File: config.mk
export PLATFORM = sky130hd
export DESIGN_NAME = ifetch_pipe
export DESIGN_NICKNAME = d
export VERILOG_FILES = /design/src/rtl/ifetch_pkg.sv /design/src/rtl/ifetch_rom.sv /design/src/rtl/ifetch_pipe.sv
export SDC_FILE = /design/constraint.sdc
export NUM_CORES = 1
export LEC_CHECK = 0
export ABC_AREA = 1
export CAP_MARGIN = 20
export CORE_MARGIN = 2
export CORE_UTILIZATION = 52
export CTS_CLUSTER_DIAMETER = 200
export CTS_CLUSTER_SIZE = 12
export DETAILED_ROUTE_END_ITERATION = 8
export PLACE_DENSITY = 0.77
export SYNTH_ARGS = -nofsm -noshare
export SYNTH_HDL_FRONTEND = slang
export SYNTH_HIERARCHICAL = 1
export SYNTH_SLANG_ARGS = --single-unit
export TNS_END_PERCENT = 30
File: constraint.sdc
create_clock -name clk -period 2.1 [get_ports clk]
set_clock_uncertainty 0.1 [all_clocks]
set_input_delay 0.42 -clock clk [delete_from_list [all_inputs] [get_ports clk]]
set_output_delay 0.42 -clock clk [all_outputs]
set_load 0.1 [all_outputs]
File: src/rtl/ifetch_pkg.sv
// Shared constants, entry type and width helper for the instruction-fetch stage.
package ifetch_pkg;

  localparam int unsigned IfetchAddrW   = 14;
  localparam int unsigned IfetchDataW   = 32;
  localparam int unsigned IfetchPcStep  = 4;
  localparam int unsigned IfetchResetPc = 0;

  // Queue entry at the default geometry, as seen by decode.
  typedef struct packed {
    logic [IfetchAddrW-1:0] pc;
    logic [IfetchDataW-1:0] instr;
  } ifetch_entry_t;

  // Ceiling log2; returns 0 for values 0 and 1.
  function automatic int unsigned ifetch_clog2(input int unsigned value);
    int unsigned width;
    width = 0;
    while ((64'd1 << width) < 64'(value)) begin
      width++;
    end
    return width;
  endfunction

endpackage

File: src/rtl/ifetch_rom.sv
// Synchronous single-port instruction ROM, one-cycle read latency.
// The model serves each word's own index as its contents; a preloaded image named by
// ROM_INIT is bound in by the platform memory wrapper rather than by this model.
module ifetch_rom #(
  parameter int unsigned DATA_W   = 32,
  parameter int unsigned IDX_W    = 12,
  parameter string       ROM_INIT = ""
) (
  input  logic              clk,
  input  logic [IDX_W-1:0]  addr_i,
  output logic [DATA_W-1:0] rdata_o
);

  logic unused_rom_init;
  assign unused_rom_init = (ROM_INIT != "");

  // Address sampled at the edge, word available for the whole following cycle.
  always_ff @(posedge clk) begin
    rdata_o <= DATA_W'(addr_i);
  end

endmodule

File: src/rtl/ifetch_pipe.sv
// Instruction-fetch stage: PC owner, ROM driver and small output queue toward decode.
// Optional build macro: IFETCH_ALIGN_CHK_EN enables the sticky misaligned-redirect fault.
module ifetch_pipe
  import ifetch_pkg::*;
#(
  parameter int unsigned       ADDR_W   = IfetchAddrW,
  parameter int unsigned       DATA_W   = IfetchDataW,
  parameter int unsigned       PC_STEP  = IfetchPcStep,
  parameter logic [ADDR_W-1:0] RESET_PC = ADDR_W'(IfetchResetPc),
  parameter int unsigned       QDEPTH   = 2,
  parameter string             ROM_INIT = ""
) (
  input  logic              clk,
  input  logic              rst_n,
  input  logic              redirect_i,
  input  logic [ADDR_W-1:0] redirect_pc_i,
  input  logic              instr_ready_i,
  output logic              instr_valid_o,
  output logic [DATA_W-1:0] instr_o,
  output logic [ADDR_W-1:0] pc_o,
  output logic              fault_o
);

  localparam int unsigned StepLog = ifetch_clog2(PC_STEP);
  localparam int unsigned IdxW    = ADDR_W - StepLog;
  localparam int unsigned PtrW    = (QDEPTH <= 1) ? 1 : ifetch_clog2(QDEPTH);
  localparam int unsigned CntW    = ifetch_clog2(QDEPTH + 1);

  typedef struct packed {
    logic [ADDR_W-1:0] pc;
    logic [DATA_W-1:0] instr;
  } entry_t;

  logic [ADDR_W-1:0] fetch_pc_q, fetch_pc_d;
  logic [ADDR_W-1:0] req_pc_q, req_pc_d;
  logic              req_q, req_d;
  logic [ADDR_W-1:0] issue_addr;
  logic              issue, pop, push, misaligned;
  logic [CntW:0]     occ;
  logic [DATA_W-1:0] rom_rdata;

  entry_t            fifo_q [QDEPTH];
  logic [PtrW-1:0]   wr_ptr_q, wr_ptr_d, rd_ptr_q, rd_ptr_d;
  logic [CntW-1:0]   count_q, count_d;

  ifetch_rom #(
    .DATA_W   (DATA_W),
    .IDX_W    (IdxW),
    .ROM_INIT (ROM_INIT)
  ) u_rom (
    .clk     (clk),
    .addr_i  (issue_addr[ADDR_W-1:StepLog]),
    .rdata_o (rom_rdata)
  );

`ifdef IFETCH_ALIGN_CHK_EN
  localparam logic [ADDR_W-1:0] StepMask = ADDR_W'(PC_STEP - 1);
  logic fault_q;

  assign misaligned = redirect_i && ((redirect_pc_i & StepMask) != '0);

  // Sticky fault: every redirect rewrites it, so only an aligned redirect clears it.
  always_ff @(posedge clk or negedge rst_n) begin
    if (!rst_n) begin
      fault_q <= 1'b0;
    end else if (redirect_i) begin
      fault_q <= misaligned;
    end
  end

  assign fault_o = fault_q;
`else
  assign misaligned = 1'b0;
  assign fault_o    = 1'b0;
`endif

  assign instr_valid_o = (count_q != '0);
  assign instr_o       = fifo_q[rd_ptr_q].instr;
  assign pc_o          = fifo_q[rd_ptr_q].pc;

  // Issue decision, PC advance and queue bookkeeping; redirect overrides everything.
  always_comb begin
    pop        = instr_valid_o & instr_ready_i;
    occ        = {1'b0, count_q} - (CntW + 1)'(pop) + (CntW + 1)'(req_q);
    issue_addr = redirect_i ? redirect_pc_i : fetch_pc_q;
    fetch_pc_d = fetch_pc_q;
    req_pc_d   = req_pc_q;
    wr_ptr_d   = wr_ptr_q;
    rd_ptr_d   = rd_ptr_q;
    count_d    = count_q;

    // A redirect empties the queue, so it never needs a credit.
    if (redirect_i) begin
      issue = !misaligned;
    end else begin
      issue = !fault_o && (occ < (CntW + 1)'(QDEPTH));
    end

    if (issue) begin
      fetch_pc_d = issue_addr + ADDR_W'(PC_STEP);
      req_pc_d   = issue_addr;
    end
    req_d = issue;

    // Data returning for a read issued before the redirect belongs to the old path.
    push = req_q && !redirect_i;

    if (redirect_i) begin
      wr_ptr_d = '0;
      rd_ptr_d = '0;
      count_d  = '0;
    end else begin
      if (push) begin
        wr_ptr_d = (wr_ptr_q == PtrW'(QDEPTH - 1)) ? '0 : wr_ptr_q + 1'b1;
      end
      if (pop) begin
        rd_ptr_d = (rd_ptr_q == PtrW'(QDEPTH - 1)) ? '0 : rd_ptr_q + 1'b1;
      end
      count_d = count_q + CntW'(push) - CntW'(pop);
    end
  end

  // PC, in-flight request tag and queue pointers.
  always_ff @(posedge clk or negedge rst_n) begin
    if (!rst_n) begin
      fetch_pc_q <= RESET_PC;
      req_pc_q   <= '0;
      req_q      <= 1'b0;
      wr_ptr_q   <= '0;
      rd_ptr_q   <= '0;
      count_q    <= '0;
    end else begin
      fetch_pc_q <= fetch_pc_d;
      req_pc_q   <= req_pc_d;
      req_q      <= req_d;
      wr_ptr_q   <= wr_ptr_d;
      rd_ptr_q   <= rd_ptr_d;
      count_q    <= count_d;
    end
  end

  // Queue storage; cleared on reset so the head reads as zero while empty.
  always_ff @(posedge clk or negedge rst_n) begin
    if (!rst_n) begin
      for (int i = 0; i < int'(QDEPTH); i++) begin
        fifo_q[i] <= '0;
      end
    end else if (push) begin
      fifo_q[wr_ptr_q] <= '{pc: req_pc_q, instr: rom_rdata};
    end
  end

endmodule

# Word level (Yosys, flattened, before mapping)
# Cells that the tools add are included.
[word_totals] inputBits=18 reg_bits=137 output_inout_bits=48
[classes] bitwise=3 magnitude_cmp=4 n_reduce_logical=6 addsub=7 n_mux=15
[ops] cell="$mux 46" count=4
[ops] cell="$bwmux 92" count=1
[ops] cell="$demux 46 s1" count=1
[ops] cell="$add 14x3->14 const B" count=1
[ops] cell="$mux 14" count=1
[ops] cell="$mux 1" count=7
[ops] cell="$reduce_bool 2->1" count=3
[ops] cell="$ge 2x2->1 const B" count=2
[ops] cell="$not 1->2" count=2
[ops] cell="$add 3x1->3" count=1
[ops] cell="$lt 3x2->1 const B" count=1
[ops] cell="$sub 2x1->3" count=1
[ops] cell="$add 1x1->1 const B" count=2
[ops] cell="$add 2x1->2" count=1
[ops] cell="$logic_and 1x1->1" count=2
[ops] cell="$lt 2x1->1 const B" count=1
[ops] cell="$mux 2" count=1
[ops] cell="$sub 2x1->2" count=1
[ops] cell="$and 1x1->1" count=1
[ops] cell="$logic_not 1->1" count=1

# Longest topological paths before layout
[depth] depth_word=6 mapped_depth=17 depth_no_buf=16

# Modules after synthesis
# Netlist, hierarchy kept.
[by_module_without_submodules] module="ifetch_pipe" cells_each=716 area_each_um2=5750.5 seq_area_each_um2=3078.0 instances=1
[by_module_without_submodules] module="ifetch_rom" cells_each=33 area_each_um2=394.1 seq_area_each_um2=240.2 instances=1

# Worst setup path after synthesis
# Ideal clock, no wire load.
[synth_timing] path_type="reg2reg" from="reg count_q[1]" to="reg fetch_pc_q[8]" path_buffers=1 setup_time_ps=130 synth_period_minus_slack_ps=3014 path_slack_ps=-914 path_stages_with_launch=15 arrival_time_ps=2783 cell_sequence="dfrtp_1 -> inv_1 -> nand2_1 -> nand2_1 -> inv_1 -> ha_1 -> inv_1 -> nand2_1 -> fa_1 -> nand3_1 -> nand2_4 -> inv_2 -> buf_2 -> nand2_1 -> o211ai_1"
[synth_between] elab_chain_cells=6
[synth_lines] element="from (decl)" line="ifetch_pipe.sv:44" text="logic [CntW-1:0] count_q, count_d;"
[synth_lines] element="from (signal assigned)" line="ifetch_pipe.sv:138" text="count_q <= count_d;"
[synth_lines] element="$reduce_bool 2->1" line="ifetch_pipe.sv:77" text="assign instr_valid_o = (count_q != '0);"
[synth_lines] element="via instr_valid_o" line="ifetch_pipe.sv:18" text="output logic instr_valid_o,"
[synth_lines] element="$and 1x1->1" line="ifetch_pipe.sv:83" text="pop = instr_valid_o & instr_ready_i;"
[synth_lines] element="$sub 2x1->3" line="ifetch_pipe.sv:84" text="occ = {1'b0, count_q} - (CntW + 1)'(pop) + (CntW + 1)'(req_q);"
[synth_lines] element="$add 3x1->3" line="ifetch_pipe.sv:84"
[synth_lines] element="$lt 3x2->1" line="ifetch_pipe.sv:96" text="issue = !fault_o && (occ < (CntW + 1)'(QDEPTH));"
[synth_lines] element="$mux 1" line="ifetch_pipe.sv:93" text="if (redirect_i) begin"
[synth_lines] element="to (signal assigned)" line="ifetch_pipe.sv:133" text="fetch_pc_q <= fetch_pc_d;"
[synth_lines] element="to (decl)" line="ifetch_pipe.sv:34" text="logic [ADDR_W-1:0] fetch_pc_q, fetch_pc_d;"
# The timed path passes the listed nets, and every way through them passes these cells.
# A chain may end at the register's enable or synchronous reset.

# Worst setup path after layout
[layout_timing] from="reg count_q[1]" to="reg fetch_pc_q[12]"
[layout_between] elab_chain_cells=6
[layout_lines] element="$reduce_bool 2->1" line="ifetch_pipe.sv:77"
[layout_lines] element="$and 1x1->1" line="ifetch_pipe.sv:83"
[layout_lines] element="$sub 2x1->3 *" line="ifetch_pipe.sv:84"
[layout_lines] element="$add 3x1->3 *" line="ifetch_pipe.sv:84"
[layout_lines] element="$lt 3x2->1 *" line="ifetch_pipe.sv:96"
[layout_lines] element="$mux 1 *" line="ifetch_pipe.sv:93"
# Mark *: on every way between the ends. The rest lies on a longest branch, timed or not.

==> flow_metrics.py <==
metrics = {
    "drt": {
        "wl_per_cell_um": 14.4,
        "vias_per_cell": 5.08,
        "drc": 0,
        "drtAntennaViolNets": 0,
        "drt-total-wl_um": 14400,
        "vias": 5059,
        "drt_first_pass_iters": 5,
        "first_iter_violations": 499,
    },
    "critical_path": {
        "crit_top_cell": "inv_2",
        "startpoint_type": "flop",
        "critPathBufInv": 4,
        "slowest_stage": "fa_2",
        "path_delay_family": "simple AND/OR/NAND/NOR gates",
        "crit_type": "reg2reg",
        "endpoint_kind": "flop",
        "required_ns": 2.30,
        "crit_path_max_incr_delay_ns": 0.45,
        "r2r_cells": 15,
        "reg2reg_setup_slack_ns": -0.24,
        "reg2reg_to": "fetch_pc_q[12]",
        "reg2reg_from": "count_q[1]",
        "crit_arrival_ns": 2.55,
        "startpoint": "count_q[1]",
        "crit_chain": "inv_2 -> nand2_8 -> nand2_4 -> inv_2 -> ha_4 -> inv_2 -> nand2_2 -> fa_2 -> nand3_4 -> nand2_8 -> buf_12 -> nand2_2 -> nand3_2 -> nand2_1 -> nand2_1",
        "cp_max_fo": 6,
    },
    "synth": {
        "syn_area_um2": 6140,
        "synth.distinct_cells": 30,
        "netlist.area_leader.share_pct": 50.1,
        "synthTopCellsByArea": "dfrtp_1 (50%), nand2_1 (19%), o21ai_0 (8.5%)",
        "ys_seq_elements": 135,
        "synth_edf_count": 0,
        "synth-seq-area-share_pct": 54.0,
        "synthXorXnorAreaFrac_pct": 0,
        "synth_compound_area_share_pct": 10.2,
        "ys_top_cells_by_count": "nand2_1 (308), dfrtp_1 (123), o21ai_0 (104)",
        "synth_top_area_cell": "dfrtp_1",
        "synthSimpleGateAreaFrac_pct": 24.6,
        "synth_most_common_cell": "nand2_1",
        "synth_warnings": 6,
        "synth_top_family_by_area": "simple AND/OR/NAND/NOR gates",
        "avgSynthCellArea_um2": 8.20,
        "synth.area.mux_share_pct": 0,
        "synthArstFlopShare_pct": 91.1,
        "syn_inst": 749,
        "synth_fa_ha_area_share_pct": 1.14,
        "synthFlopType": "dfrtp_1",
    },
    "timing": {
        "worst_slack_ns": -0.243,
        "finalSetupViolCount": 36,
        "finalHoldViolCount": 0,
        "fin_crit_sh_pct": 112,
        "rsz0062_at_grt": "true",
        "tns_ns": -3.50,
        "finalCriticalPeriod_ns": 2.34,
        "fmax_mhz": 427,
        "slew_violations": 0,
    },
    "placement": {
        "dp_hpwl_um": 8710,
        "port_buffers": 64,
        "gp_congestion": 0.828,
    },
    "clock_network": {
        "numCtsBuffers": 17,
        "clk_pin_slew_ns": 0.06,
        "cts_max_level": 4,
        "insertion_delay_ns": 0.42,
        "cts.root.buffer_cell": "clkbuf_16",
        "cts.path.max_buffers": 2,
        "clock-sinks": 135,
        "cts_tree": "yes",
    },
    "grt": {
        "grt_overflow": 0,
        "grt_usage_pct": 23.1,
        "antenna_found_initial": 0,
        "grt_pass1_vias": 4970,
        "grt_max_degree": 65,
        "grt_pass1_wl_um": 23400,
    },
    "finish": {
        "diodes": 0,
        "fillers": 765,
        "drive_gt1_share_pct": 26.8,
        "area_growth_pct": 37.6,
        "nets": 862,
    },
    "floorplanning": {
        "num_rows": 39,
        "start_util_pct": 53.6,
        "dieWidth_um": 113,
        "die_area_um2": 12700,
        "die-height_um": 113,
        "io_pins": 66,
        "placeableCoreArea_um2": 11500,
    },
    "worst_hold_path": {
        "holdPathEnd": "fifo_q[6]",
        "min_path_type": "reg2reg",
        "hold_start": "u_rom/rdata_o[6]",
        "whs_path_depth": 2,
    },
    "flow_run": {
        "maxCapViolCount": 0,
    },
    "status": {
        "outcome": "finished, violations left",
        "violations": "negative setup slack",
    },
}
-- through the flow --
| stage | setup WS [ns] | util (%) | cell area [µm²] | instances | hold slack (ns) |
|---|---|---|---|---|---|
| 3_5_place_dp | -0.603 | 66.0 | 7570 | 953 | 0.281 |
| 6_report | -0.243 | 73.7 | 8450 | 995 | 0.365 |
| 2_1_floorplan | -0.257 | - | 6270 | 768 | 0.0244 |
| 4_1_cts | -0.170 | 72.2 | 8280 | 992 | 0.368 |
| 5_1_grt | -0.356 | 73.7 | 8450 | 995 | 0.389 |
| 3_3_place_gp | -0.541 | 66.0 | 7570 | 953 | 0.277 |
-- sequential cells by signal (all words and copies together), names as in the netlist --
register,cells
fifo_q,92
fetch_pc_q,14
req_pc_q,12
u_rom/rdata_o,12
count_q,2
rd_ptr_q,1
req_q,1
wr_ptr_q,1
-- worst max path at each step --
stage | to | slack (ns) | depth (start not counted)
finish | fetch_pc_q[12] | -0.24 | 15
global route | fetch_pc_q[12] | -0.36 | 15
CTS | fetch_pc_q[11] | -0.17 | 15
detailed placement | fetch_pc_q[13] | -0.60 | 13
global placement | fetch_pc_q[13] | -0.54 | 13
floorplan | fetch_pc_q[8] | -0.26 | 14
-- per-layer routing --
metal,vias up,GRT usage [%],routed length [µm]
li1,2453,-,-
met5,-,0,0
met2,156,37.7,7390
met3,28,5.73,630
met1,2422,29.6,6040
met4,0,10.1,293
-- worst register-to-register path, delay by kind of cell (launching register included) --
kind	cells	cell delay, ns
buffers and inverters	4	0.33
flip-flops	1	0.39
adder cells (fa/ha/maj)	2	0.70
AND/OR/NAND/NOR	9	0.72
-- final cells by class --
| type | count | area (µm²) | area share, % |
|---|---|---|---|
| sequential | 135 | 3320 | 39.3 |
| timing repair buffer | 109 | 1620 | 19.1 |
| tap | 143 | 179 | 2.12 |
| inverter | 69 | 267 | 3.15 |
| multi-input combinational | 507 | 2530 | 30.0 |
| clock inverter | 9 | 50.0 | 0.592 |
| clock buffer | 23 | 488 | 5.77 |
-- kinds of logic (layout without fill, tap and decap cells) --
group                    count (synthesis)  after routing
AO/OA/AOI/OAI                          121            121
adder cells (fa/ha/maj)                  5              5
buffers and inverters                  127            210
flip-flops                             135            135
other                                    2             21
AND/OR/NAND/NOR                        359            360
-- repair_timing --
item                       4_1_cts  5_1_grt
buffers inserted                 4        2
cloned                           2        2
hold buffers                     1        0
pin swaps                        7       13
resized for setup               31       51
hold endpoints to repair        27        0
setup endpoints to repair       70       58
-- cell usage in the layout (no fill, tap or decap), types with 2 or more instances in the layout --
cell	n
a21oi_1	3
a31oi_1	2
buf_12	55
buf_16	2
buf_4	31
buf_6	3
clkbuf_1	2
clkbuf_16	18
clkbuf_8	4
clkdlybuf4s50_1	16
clkinv_2	7
clkinvlp_4	2
conb_1	21
dfrtp_1	123
dfxtp_1	12
ha_1	3
inv_1	62
inv_2	5
nand2_1	255
nand2_2	60
nand2_4	13
nand2_8	2
nand3_1	7
nand3_2	5
nor2_1	5
nor2_2	6
nor2_4	4
o211ai_1	2
o21ai_0	94
o21ai_1	14
o21ai_2	5
Power is not shown: default switching activity piles up to over one toggle a cycle in this logic, so the estimate is an artifact.
